File: src/rtl/ysyx_25020037_alu_arb.sv
// Two-requester arbiter in front of one shared combinational ALU, holding one result per accept.
// Define YSYX_25020037_ALU_ARB_RR_EN for round-robin arbitration; otherwise req0 has fixed priority.
module ysyx_25020037_alu_arb #(
  parameter int unsigned OP_W = 17
) (
  input  logic              clock,
  input  logic              reset,

  input  logic              req0_valid,
  output logic              req0_ready,
  input  logic [OP_W-1:0]   req0_op,
  input  logic              req0_dcal,
  input  logic [127:0]      req0_src,

  input  logic              req1_valid,
  output logic              req1_ready,
  input  logic [OP_W-1:0]   req1_op,
  input  logic              req1_dcal,
  input  logic [127:0]      req1_src,

  output logic              resp0_valid,
  input  logic              resp0_ready,
  output logic [63:0]       resp0_res,

  output logic              resp1_valid,
  input  logic              resp1_ready,
  output logic [63:0]       resp1_res,

  output logic [OP_W-1:0]   alu_op,
  output logic              alu_double_cal,
  output logic [127:0]      alu_src,
  input  logic [63:0]       alu_res
);

  localparam int unsigned SRC_W = 128;
  localparam int unsigned RES_W = 64;

  typedef enum logic {
    IDLE = 1'b0,
    RESP = 1'b1
  } state_t;

  state_t             state_q;
  logic               owner_q;
  logic [RES_W-1:0]   res_q;

  logic               owner_ready;
  logic               can_issue;
  logic               grant_vld;
  logic               grant_id;
  logic               accept;

  // Issue slot opens when empty, or when the held result drains this cycle.
  always_comb begin
    owner_ready = owner_q ? resp1_ready : resp0_ready;
    can_issue   = 1'b0;
    if (!reset) begin
      can_issue = (state_q == IDLE) || owner_ready;
    end
  end

`ifdef YSYX_25020037_ALU_ARB_RR_EN
  logic rr_last_q;

  // On contention, grant whichever requester was not granted last.
  always_comb begin
    grant_vld = req0_valid | req1_valid;
    grant_id  = 1'b0;
    if (req0_valid && req1_valid) begin
      grant_id = ~rr_last_q;
    end else if (req1_valid) begin
      grant_id = 1'b1;
    end
  end

  always_ff @(posedge clock or posedge reset) begin
    if (reset) begin
      rr_last_q <= 1'b1;
    end else if (accept) begin
      rr_last_q <= grant_id;
    end
  end
`else
  always_comb begin
    grant_vld = req0_valid | req1_valid;
    grant_id  = ~req0_valid & req1_valid;
  end
`endif

  always_comb begin
    accept     = can_issue & grant_vld;
    req0_ready = accept & ~grant_id;
    req1_ready = accept & grant_id;
  end

  // Shared ALU sees the granted requester's operation, zero when nobody asks.
  always_comb begin
    alu_op         = '0;
    alu_double_cal = 1'b0;
    alu_src        = '0;
    if (grant_vld) begin
      if (grant_id) begin
        alu_op         = req1_op;
        alu_double_cal = req1_dcal;
        alu_src        = SRC_W'(req1_src);
      end else begin
        alu_op         = req0_op;
        alu_double_cal = req0_dcal;
        alu_src        = SRC_W'(req0_src);
      end
    end
  end

  always_ff @(posedge clock or posedge reset) begin
    if (reset) begin
      state_q <= IDLE;
      owner_q <= 1'b0;
      res_q   <= '0;
    end else begin
      case (state_q)
        IDLE: begin
          if (accept) begin
            state_q <= RESP;
            owner_q <= grant_id;
            res_q   <= RES_W'(alu_res);
          end
        end
        RESP: begin
          if (accept) begin
            owner_q <= grant_id;
            res_q   <= RES_W'(alu_res);
          end else if (owner_ready) begin
            state_q <= IDLE;
          end
        end
        default: state_q <= IDLE;
      endcase
    end
  end

  always_comb begin
    resp0_valid = (state_q == RESP) & ~owner_q;
    resp1_valid = (state_q == RESP) & owner_q;
    resp0_res   = res_q;
    resp1_res   = res_q;
  end

endmodule

File: config.mk
export PLATFORM = sky130hd
export DESIGN_NAME = ysyx_25020037_alu_arb
export DESIGN_NICKNAME = d
export VERILOG_FILES = /design/src/rtl/ysyx_25020037_alu_arb.sv
export SDC_FILE = /design/constraint.sdc
export NUM_CORES = 1
export LEC_CHECK = 0
export CAP_MARGIN = 20
export CORE_AREA = 2 2 246 248
export CTS_CLUSTER_DIAMETER = 50
export DETAILED_ROUTE_END_ITERATION = 12
export DIE_AREA = 0 0 248 250
export PLACE_DENSITY = 0.4
export SLEW_MARGIN = 20
export SYNTH_ARGS = -nofsm -noshare
export SYNTH_HDL_FRONTEND = slang
export SYNTH_SLANG_ARGS = --single-unit
File: constraint.sdc
create_clock -name clock -period 3.05 [get_ports clock]
set_input_delay 0.7625 -clock clock [delete_from_list [all_inputs] [get_ports clock]]
set_output_delay 0.7625 -clock clock [all_outputs]
set_load 0.01 [all_outputs]
==> impl_metrics.tcl <==
set metrics [dict create \
    status "finished clean" \
    powerDensity_nw_per_um2 378 \
    ys_types 21 \
    drt_first_iter_violations 224 \
    path_clk_slew_ps 50 \
    netlist_top_cells_count "a22o_1 (146), dfrtp_1 (66), buf_4 (64)" \
    die_w_um 248 \
    grt_pass1_wl_um 48000 \
    dp_hpwl_um 30800 \
    start_util_pct 7.83 \
    cts.sinks 66 \
    crit_fanout 14 \
    seq_area_frac_synth_pct 35.4 \
    root_buffer "clkbuf_16" \
    drc 0 \
    arrival_ps 2210 \
    rows 90 \
    min_from "resp0_res[13]" \
    wl_um 36300 \
    gp_congestion 0.869 \
    r2r_slack_ps 810 \
    r2r_cells 5 \
    antenna_found_initial 15 \
    area.sequential_sq_um 1650 \
    hold_slack_ps 534 \
    clkLatencyLatePin_ps 330 \
    synth_top_area_cell "dfrtp_1" \
    power_uw 4530 \
    hold_depth 1 \
    worst_pin_slew_ps 902 \
    fmax_mhz 337 \
    cts_max_level 3 \
    timing.final.crit_share_pct 97.4 \
    pin_count 640 \
    synth_area_leaders "dfrtp_1 (35%), a22o_1 (27%), mux2_4 (16%), buf_4 (10%), mux2_2 (3.6%)" \
    cts_tree "built" \
    ant_nets 0 \
    leakagePower_uw 0.00504 \
    worst-endpoint-required_ps 2290 \
    syn_area_sq_um 4670 \
    area_growth_pct 157 \
    drive_gt1_share_pct 12.6 \
    core_sq_um 59600 \
    holdCritPathClass "reg2reg" \
    finClkSkew_ps 7.46 \
    fp.dieH_um 250 \
    period_needed_ps 2970 \
    nNetsFinal 1339 \
    via_per_inst 3.33 \
    post-place-ws_ps -375 \
    synth.top_cell.area_share_pct 35.4 \
    ys_seq_elements 66 \
    via_count 5898 \
    setup_viol 0 \
    synth-edff-count 0 \
    rsz0062_at_grt "false" \
    first_pass_iters 4 \
    grt_max_degree 67 \
    timing.rr.end "resp0_res[45]" \
    wl_per_cell_um 20.5 \
    yosysMostFrequentCell "a22o_1" \
    cp-start-kind "primary input" \
    holdPathEnd "resp0_res[13]" \
    drv_slew 0 \
    synth-async-reset-ratio_pct 100 \
    setup_ws_ps 78.7 \
    drv_cap 0 \
    maxSlewHeadroom_pct 39.9 \
    timing.rr.start "owner_q" \
    grt.total_usage_pct 11.1 \
    syn-instance-count 395 \
    hold_viol 0 \
    clockBufferDepth 2 \
    grt_pass1_vias 6145 \
    yosysWarnings 0 \
    crit_type "in2out" \
    syn-num-nets 757 \
    synth_ff_type "dfrtp_1" \
    numPortBuffers 639 \
    endpoint_kind "output pin" \
    multi_input_area_sq_um 2290 \
    dieArea_sq_um 62000 \
    numCtsBuffers 9 \
    n_fill_cell 6504 \
    synth_area_per_cell_sq_um 11.8 \
    overflow 0 \
    tns_ps 0 \
    cts_hold_buf 0 \
    ir_worst_vdd_mv 0.278 \
]
==> power by group <==
part           internal (uW)  leakage, uW  total, uW  switching [uW]
sequential              1050     0.000775       1200             157
combinational           1490      0.00413       2280             796
clock                    634     0.000135       1040             406
==> worst max-delay path: stages <==
cell and delay, ps:
dlygate4sd2_1 260, nor2b_4 140, buf_12 130, buf_12 140, bufbuf_16 280, a22o_1 180
dlygate4sd2_1 290
==> worst max-delay path by stage <==
stage | to | startpoint | cells past startpoint | slack (ps)
global route | alu_src[91] | req1_valid | 7 | 6
finish | alu_src[89] | req1_valid | 7 | 80
CTS | req0_ready | resp1_ready | 5 | 20
global placement | alu_op[4] | req1_valid | 6 | -410
floorplan | req0_ready | reset | 2 | 120
detailed placement | alu_op[4] | req1_valid | 6 | -380
==> cells in the final DEF (no fill, tap or decap), types with 2 or more instances in the layout <==
| cell type | n |
|---|---|
| and2_1 | 2 |
| clkdlybuf4s15_2 | 3 |
| clkdlybuf4s50_1 | 489 |
| a22o_1 | 146 |
| buf_6 | 4 |
| clkinvlp_4 | 4 |
| mux2_2 | 15 |
| clkbuf_16 | 9 |
| dfrtp_1 | 66 |
| clkdlybuf4s15_1 | 3 |
| buf_4 | 18 |
| nor2b_1 | 2 |
| buf_12 | 10 |
| diode_2 | 7 |
| mux2_4 | 49 |
| buf_16 | 2 |
| nand2_1 | 2 |
| bufbuf_16 | 3 |
| dlygate4sd2_1 | 140 |
==> metrics by stage <==
stage / cells / area (sq um) / utilization [%]
final: 1771 / 12000 / 20.1
after global routing: 1768 / 12000 / 20.1
after CTS: 1764 / 12000 / 20.1
after detailed placement: 1740 / 11600 / 19.5
after global placement: 1740 / 11600 / 19.5
after floorplan: 395 / 4670 / -
==> logic make-up after synthesis <==
group / synth area share (%)
buffers and inverters: 15.8
AO/OA/AOI/OAI: 28.2
AND/OR/NAND/NOR: 0.966
multiplexers: 19.6
flip-flops: 35.4
==> state kept, by name, summed over array words and instances (netlist names) <==
name       count
owner_q        1
resp0_res     64
state_q        1
==> area by class of cell <==
cell class | count | area share [%]
inverter | 2 | 0.0940
timing repair buffer | 674 | 56.2
sequential | 66 | 13.8
multi-input combinational | 224 | 19.1
clock inverter | 6 | 0.553
antenna | 7 | 0.146
clock buffer | 10 | 1.91
tap | 782 | 8.16
==> layer usage <==
layer	global-route usage, %	share of wire, %	up-vias
met3	3.08	7.7	43
li1	-	-	2642
met1	13.5	41	2859
met5	0	0	-
met2	18.9	49	354
met4	3.34	2.7	0
==> what timing repair did <==
item                                   4_1_cts  5_1_grt
endpoints found under the hold margin        0        0
resized for setup                          163        5
pin swaps                                    0        0
setup endpoints to repair                  147        5
buffers inserted                             5        0
cloned                                       3        0
(Power assumes the default switching activity.)
